$ cat src/rtl/itree_pkg.sv
// Shared types and tree geometry for the isolation-tree path scorer.
// The node layout is fixed by the PKG_* values below.
package itree_pkg;

    localparam int unsigned PKG_DATA_W   = 8;
    localparam int unsigned PKG_NUM_FEAT = 2;
    localparam int unsigned PKG_DEPTH    = 3;

    localparam int unsigned N_NODES = (2 ** PKG_DEPTH) - 1;
    localparam int unsigned NODE_AW = $clog2(N_NODES);
    localparam int unsigned DEPTH_W = $clog2(PKG_DEPTH + 1);
    localparam int unsigned FEAT_W  = (PKG_NUM_FEAT > 1) ? $clog2(PKG_NUM_FEAT) : 1;
    // A walk may step one level below the last stored node, so indices need one more bit.
    localparam int unsigned NODE_W  = PKG_DEPTH + 1;

    typedef enum logic [1:0] {
        IDLE,
        WALK,
        DONE
    } state_t;

    typedef struct packed {
        logic                  leaf;
        logic [FEAT_W-1:0]     feat;
        logic [PKG_DATA_W-1:0] thresh;
    } node_t;

    localparam node_t LEAF_NODE = '{leaf: 1'b1, feat: '0, thresh: '0};

endpackage

$ cat src/rtl/itree_node_table.sv
// Split-node register file: async reset to all-leaf, one synchronous write port,
// two combinational read ports (walk lookup and pre-write snapshot).
module itree_node_table
    import itree_pkg::*;
(
    input  logic               clk_i,
    input  logic               rst_ni,
    input  logic               we_i,
    input  logic [NODE_AW-1:0] waddr_i,
    input  node_t              wdata_i,
    input  logic [NODE_AW-1:0] raddr_i,
    output node_t              rdata_o,
    input  logic [NODE_AW-1:0] praddr_i,
    output node_t              prdata_o
);

    node_t mem_q [N_NODES];

    always_ff @(posedge clk_i or negedge rst_ni) begin
        if (!rst_ni) begin
            for (int unsigned i = 0; i < N_NODES; i++) begin
                mem_q[i] <= LEAF_NODE;
            end
        end else if (we_i) begin
            mem_q[waddr_i] <= wdata_i;
        end
    end

    assign rdata_o  = mem_q[raddr_i];
    assign prdata_o = mem_q[praddr_i];

endmodule

$ cat src/rtl/itree_path_scorer.sv
// Isolation-tree evaluator: walks one tree level per clock for each accepted
// sample and reports path length, anomaly flag and a saturating anomaly count.
module itree_path_scorer
    import itree_pkg::*;
#(
    parameter int unsigned DATA_W   = PKG_DATA_W,
    parameter int unsigned NUM_FEAT = PKG_NUM_FEAT,
    parameter int unsigned DEPTH    = PKG_DEPTH,
    parameter int unsigned CNT_W    = 16
) (
    input  logic                       clk,
    input  logic                       reset,
    input  logic                       cfg_we,
    input  logic [NODE_AW-1:0]         cfg_addr,
    input  logic [FEAT_W-1:0]          cfg_feat,
    input  logic [DATA_W-1:0]          cfg_thresh,
    input  logic                       cfg_leaf,
    output logic                       cfg_err,
    input  logic [DEPTH_W-1:0]         anom_thr,
    input  logic                       in_valid,
    output logic                       in_ready,
    input  logic [NUM_FEAT*DATA_W-1:0] in_data,
    output logic                       out_valid,
    input  logic                       out_ready,
    output logic [DEPTH_W-1:0]         out_depth,
    output logic                       out_anomaly,
    output logic [CNT_W-1:0]           anomaly_count
);

    state_t                     state_q, state_d;
    logic [NUM_FEAT*DATA_W-1:0] sample_q, sample_d;
    logic [DEPTH_W-1:0]         thr_q, thr_d;
    logic [NODE_W-1:0]          node_q, node_d;
    logic [DEPTH_W-1:0]         depth_q, depth_d;
    logic [DEPTH_W-1:0]         out_depth_q, out_depth_d;
    logic                       out_anom_q, out_anom_d;
    logic [CNT_W-1:0]           cnt_q, cnt_d;
    logic                       cfg_err_q, cfg_err_d;
    logic                       shd_vld_q, shd_vld_d;
    logic [NODE_AW-1:0]         shd_addr_q, shd_addr_d;
    node_t                      shd_node_q, shd_node_d;

    logic                       addr_ok;
    logic                       tbl_we;
    node_t                      cfg_node;
    node_t                      rd_node;
    node_t                      old_node;
    node_t                      cur_node;
    logic [FEAT_W-1:0]          feat_idx;
    logic [DATA_W-1:0]          feat_val;
    logic                       go_left;
    logic                       at_leaf;

    assign addr_ok  = (32'(cfg_addr) < N_NODES);
    assign tbl_we   = cfg_we && (state_q == IDLE) && addr_ok;
    assign cfg_node = '{leaf: cfg_leaf, feat: cfg_feat, thresh: cfg_thresh};

    itree_node_table u_table (
        .clk_i    (clk),
        .rst_ni   (reset),
        .we_i     (tbl_we),
        .waddr_i  (cfg_addr),
        .wdata_i  (cfg_node),
        .raddr_i  (node_q[NODE_AW-1:0]),
        .rdata_o  (rd_node),
        .praddr_i (cfg_addr),
        .prdata_o (old_node)
    );

    // A write committed with the accepting edge must stay invisible to that sample,
    // so the overwritten entry is kept aside and substituted during the walk.
    always_comb begin
        cur_node = rd_node;
        if (shd_vld_q && (node_q == NODE_W'(shd_addr_q))) begin
            cur_node = shd_node_q;
        end
    end

    always_comb begin
        feat_idx = (32'(cur_node.feat) < NUM_FEAT) ? cur_node.feat : '0;
        feat_val = '0;
        for (int unsigned k = 0; k < NUM_FEAT; k++) begin
            if (32'(feat_idx) == k) begin
                feat_val = sample_q[k*DATA_W +: DATA_W];
            end
        end
        go_left = (feat_val < cur_node.thresh);
        at_leaf = cur_node.leaf || (32'(depth_q) == DEPTH) || (32'(node_q) >= N_NODES);
    end

    always_comb begin
        state_d     = state_q;
        sample_d    = sample_q;
        thr_d       = thr_q;
        node_d      = node_q;
        depth_d     = depth_q;
        out_depth_d = out_depth_q;
        out_anom_d  = out_anom_q;
        cnt_d       = cnt_q;
        shd_vld_d   = shd_vld_q;
        shd_addr_d  = shd_addr_q;
        shd_node_d  = shd_node_q;
        cfg_err_d   = cfg_we && !((state_q == IDLE) && addr_ok);

        case (state_q)
            IDLE: begin
                if (in_valid) begin
                    sample_d   = in_data;
                    thr_d      = anom_thr;
                    node_d     = '0;
                    depth_d    = '0;
                    shd_vld_d  = tbl_we;
                    shd_addr_d = cfg_addr;
                    shd_node_d = old_node;
                    state_d    = WALK;
                end
            end
            WALK: begin
                if (at_leaf) begin
                    out_depth_d = depth_q;
                    out_anom_d  = (depth_q < thr_q);
                    state_d     = DONE;
                end else begin
                    node_d  = {node_q[NODE_W-2:0], 1'b0} + (go_left ? NODE_W'(1) : NODE_W'(2));
                    depth_d = depth_q + DEPTH_W'(1);
                end
            end
            DONE: begin
                if (out_ready) begin
                    if (out_anom_q && (cnt_q != '1)) begin
                        cnt_d = cnt_q + CNT_W'(1);
                    end
                    state_d = IDLE;
                end
            end
            default: state_d = IDLE;
        endcase
    end

    always_ff @(posedge clk or negedge reset) begin
        if (!reset) begin
            state_q     <= IDLE;
            sample_q    <= '0;
            thr_q       <= '0;
            node_q      <= '0;
            depth_q     <= '0;
            out_depth_q <= '0;
            out_anom_q  <= 1'b0;
            cnt_q       <= '0;
            cfg_err_q   <= 1'b0;
            shd_vld_q   <= 1'b0;
            shd_addr_q  <= '0;
            shd_node_q  <= LEAF_NODE;
        end else begin
            state_q     <= state_d;
            sample_q    <= sample_d;
            thr_q       <= thr_d;
            node_q      <= node_d;
            depth_q     <= depth_d;
            out_depth_q <= out_depth_d;
            out_anom_q  <= out_anom_d;
            cnt_q       <= cnt_d;
            cfg_err_q   <= cfg_err_d;
            shd_vld_q   <= shd_vld_d;
            shd_addr_q  <= shd_addr_d;
            shd_node_q  <= shd_node_d;
        end
    end

    assign in_ready      = (state_q == IDLE);
    assign out_valid     = (state_q == DONE);
    assign out_depth     = out_depth_q;
    assign out_anomaly   = out_anom_q;
    assign anomaly_count = cnt_q;
    assign cfg_err       = cfg_err_q;

endmodule

$ cat config.mk
export PLATFORM = sky130hd
export DESIGN_NAME = itree_path_scorer
export DESIGN_NICKNAME = d
export VERILOG_FILES = /design/src/rtl/itree_pkg.sv /design/src/rtl/itree_node_table.sv /design/src/rtl/itree_path_scorer.sv
export SDC_FILE = /design/constraint.sdc
export NUM_CORES = 1
export LEC_CHECK = 0
export BUFFER_PORTS_ARGS = -buffer_cell sky130_fd_sc_hd__buf_4
export CAP_MARGIN = 20
export CORE_ASPECT_RATIO = 0.6
export CORE_MARGIN = 4
export CORE_UTILIZATION = 40
export DETAILED_ROUTE_END_ITERATION = 10
export MAX_ROUTING_LAYER = met4
export SYNTH_ARGS = -nofsm -noshare
export SYNTH_HDL_FRONTEND = slang
export SYNTH_SLANG_ARGS = --single-unit
export TNS_END_PERCENT = 5
$ cat constraint.sdc
create_clock -name clk -period 3.83 [get_ports clk]
set_input_delay 0.1915 -clock clk [delete_from_list [all_inputs] [get_ports clk]]
set_output_delay 0.1915 -clock clk [all_outputs]
set_load 0.005 [all_outputs]
==> impl_metrics.py <==
metrics = {
    "floorplanning": {
        "ios": 58,
        "die_x_um": 175,
        "coreArea_um2": 16300,
        "start_util_pct": 41.0,
        "dieArea_um2": 18900,
        "num_rows": 36,
        "die_h_um": 108,
    },
    "global_routing": {
        "grt_pass1_vias": 4911,
        "grt_max_degree": 72,
        "grt_use_total_pct": 19.5,
        "grt_pass1_wl_um": 27700,
        "antenna_found_initial": 0,
        "overflow": 0,
    },
    "timing": {
        "fin_tns_setup_ns": 0,
        "skew_ns": 0.0114,
        "worst_pin_slew_ns": 1.02,
        "setup_violations": 0,
        "final_max_slew_viol_count": 0,
        "relSlewSlack_pct": 31.7,
        "hold_viol": 0,
        "finalCritPeriodShare_pct": 95.7,
        "fin_crit_ns": 3.66,
        "fmax_mhz": 273,
    },
    "drt": {
        "drt_iter0_markers": 401,
        "via_per_inst": 5.38,
        "drc": 0,
        "wl_um": 17400,
        "vias": 4873,
        "ant_nets": 0,
        "first_pass_iters": 4,
        "avgRoutedWirePerCell_um": 19.2,
    },
    "yosys": {
        "yosys_warnings": 0,
        "synth_nets": 632,
        "synthTopCellsByArea": "dfrtp_1, mux2_2, nand2_1",
        "synth_edf_count": 0,
        "yosys.cell_count.top_type": "dfrtp_1",
        "synth-seq-cells": 130,
        "netlist_instances": 584,
        "yosysSeqAreaShare_pct": 49.0,
        "yosys.area.top_type": "dfrtp_1",
        "synth-async-reset-ratio_pct": 100,
        "ys_top_cells_by_count": "dfrtp_1, nand2_1, mux2_2",
        "ys.flop_type": "dfrtp_1",
        "synth_top_area_share_pct": 45.8,
        "avgSynthCellArea_um2": 11.4,
        "syn_area_um2": 6660,
        "yosysUniqueCellTypes": 49,
    },
    "layout": {
        "syn_to_final_growth_pct": 23.1,
        "design_area_um2": 8200,
        "n_antenna_cell": 0,
        "multi_input_area_um2": 3290,
        "final_net_count": 712,
        "nFillCells": 1433,
        "seqCellArea_um2": 3270,
        "drive_above_1_share_pct": 29.4,
    },
    "clock_network": {
        "clk_pin_slew_worst_paths_ns": 0.06,
        "clk_path_buf_depth": 2,
        "clock_latency_ns": 0.41,
        "tritoncts": "yes",
        "root_buffer": "clkbuf_16",
        "cts-htree-levels": 4,
        "numCtsBuffers": 17,
        "clock_sinks": 130,
    },
    "hold_path": {
        "hold_path.class": "in -> reg",
        "min_from": "cfg_thresh[7]",
        "min_path_cells": 2,
        "hold_path_end": "u_table.mem_q[17]$_DFFE_PN0P_",
    },
    "placed_design": {
        "gp_congestion": 0.811,
        "place_hpwl_um": 11800,
        "io_buffers": 57,
        "placed_area_um2": 7380,
    },
    "critical_path": {
        "cp_top_family": "multiplexers",
        "cp_slowest_cell": "dfrtp_2",
        "startpoint_type": "flop",
        "cp_common_cell": "ha_1",
        "timing.rr.start": "node_q[1]$_DFFE_PN0P_",
        "crit_chain": "mux2_1, o311ai_2, buf_4, o21ai_4, buf_12, mux2_1, ha_1, a21oi_1, o21ai_2, nor3_2, a211oi_2, ha_1, ha_1, xnor2_1, nor2_1, mux2_4",
        "crit_type": "reg -> reg",
        "regToRegEndpoint": "node_q[3]$_DFFE_PN0P_",
        "cp_data_required_time_ns": 4.13,
        "cp-end-kind": "flop",
        "ff2ff_path_depth": 16,
        "cp.arrival_ns": 3.96,
        "crit_fanout": 7,
        "cp.buffers_inverters": 2,
        "slowest_delay_ns": 0.46,
        "r2r_slack_ns": 0.17,
    },
    "pwr": {
        "switching_share_pct": 36.9,
        "switchingPower_mw": 2.51,
        "p_per_area_nw_per_um2": 829,
        "p_clk_share_pct": 22.4,
        "power_frac_seq_pct": 36.9,
        "ir_drop_uv": 359,
        "p_comb_share_pct": 40.8,
        "p_int_mw": 4.29,
        "power_leakage_nw": 3.70,
    },
    "outcome": {
        "status": "finished, final reports clean",
    },
    "run": {
        "maxCapViolCount": 0,
    },
}
-- stage by stage --
stage                     hold slack (ns)  power [mW]  utilization [%]  cells  setup slack (ns)
after floorplan                    -0.104        4.24                -    584             0.348
after global placement              0.369        4.96             45.4    853             0.179
after detailed placement            0.380        5.07             45.4    853           -0.0149
after CTS                          0.0331        6.65             50.0    904            0.0139
after global routing               0.0411        7.24             50.4    905          -0.00710
final                              0.0426        6.80             50.4    905             0.165
-- registers in the layout, summed over array words and instances, names as in the netlist --
signal,cells
state_q,2
shd_vld_q,1
anomaly_count,16
shd_node_q,10
out_anomaly,1
cfg_err,1
out_depth,2
u_table.mem_q,70
sample_q,16
thr_q,2
shd_addr_q,3
depth_q,2
node_q,4
-- placed cells by master (no fill, tap or decap), types with 7 or more instances in the layout --
| cell | Yosys | routed |
|---|---|---|
| inv_1 | 7 | 7 |
| dfstp_2 | 8 | 8 |
| dfrtp_1 | 122 | 120 |
| nand4_1 | 9 | 9 |
| xnor2_1 | 14 | 12 |
| nand2_1 | 106 | 106 |
| a21oi_1 | 15 | 15 |
| a22oi_1 | 7 | 7 |
| nand3_1 | 11 | 11 |
| buf_4 | 1 | 69 |
| dlygate4sd3_1 | 0 | 19 |
| mux2_1 | 35 | 35 |
| nor2_1 | 22 | 22 |
| o211ai_1 | 9 | 9 |
| mux4_2 | 15 | 15 |
| nor2b_1 | 10 | 10 |
| o21ai_0 | 10 | 9 |
| mux2_2 | 54 | 54 |
| clkbuf_16 | 0 | 17 |
| mux2i_1 | 28 | 28 |
| o21ai_1 | 18 | 18 |
| ha_1 | 12 | 12 |
-- per-layer routing --
metal  global-route usage, %  vias to the layer above  routed length [µm]
met3                    4.54                       17                 981
met5                       -                        -                   0
met4                    4.65                        0                 171
met2                    26.3                      140                7180
met1                    29.6                     2474                9030
li1                        -                     2242                   -
-- kinds of logic after synthesis --
| family | count (synthesis) | share of synthesized area [%] |
|---|---|---|
| muxes | 134 | 24.9 |
| xor gates and xnor gates | 19 | 2.50 |
| DFF | 130 | 49.0 |
| buffers and inverters | 38 | 2.42 |
| AOI/OAI and AO/OA | 74 | 7.04 |
| and+or+nand+nor | 177 | 11.9 |
| adders and majority gates | 12 | 2.25 |
-- cell type report --
| type | count | area share [%] |
|---|---|---|
| timing repair buffer | 91 | 9.37 |
| tap | 228 | 3.48 |
| inverter | 8 | 0.366 |
| sequential | 130 | 39.8 |
| clock inverter | 10 | 0.931 |
| clock buffer | 22 | 5.90 |
| multi-input combinational | 416 | 40.1 |
-- what timing repair did --
item,4_1_cts,5_1_grt
resized for setup,2,11
setup endpoints to repair,1,1
endpoints found under the hold margin,81,0
pin swaps,0,1
setup buffers,0,1
hold buffers,19,0
-- how the worst max path moves through the flow --
stage,startpoint,endpoint,cells past startpoint
2_1_floorplan,node_q[1]$_DFFE_PN0P_,node_q[3]$_DFFE_PN0P_,15
3_3_place_gp,node_q[1]$_DFFE_PN0P_,node_q[3]$_DFFE_PN0P_,15
3_5_place_dp,node_q[1]$_DFFE_PN0P_,node_q[3]$_DFFE_PN0P_,15
4_1_cts,node_q[0]$_DFFE_PN0P_,node_q[3]$_DFFE_PN0P_,16
5_1_grt,node_q[0]$_DFFE_PN0P_,node_q[3]$_DFFE_PN0P_,17
6_report,node_q[1]$_DFFE_PN0P_,node_q[3]$_DFFE_PN0P_,16
-- power groups by stage --
stage / Sequential [mW] / Combinational [mW] / Clock, mW
detailed placement: 2.49 / 2.58 / 0
floorplan: 2.30 / 1.94 / 0
global placement: 2.47 / 2.49 / 0
CTS: 2.48 / 2.62 / 1.55
finish: 2.51 / 2.77 / 1.52
global route: 2.57 / 3.06 / 1.61
Note: power is estimated with default switching activity, not from simulation.
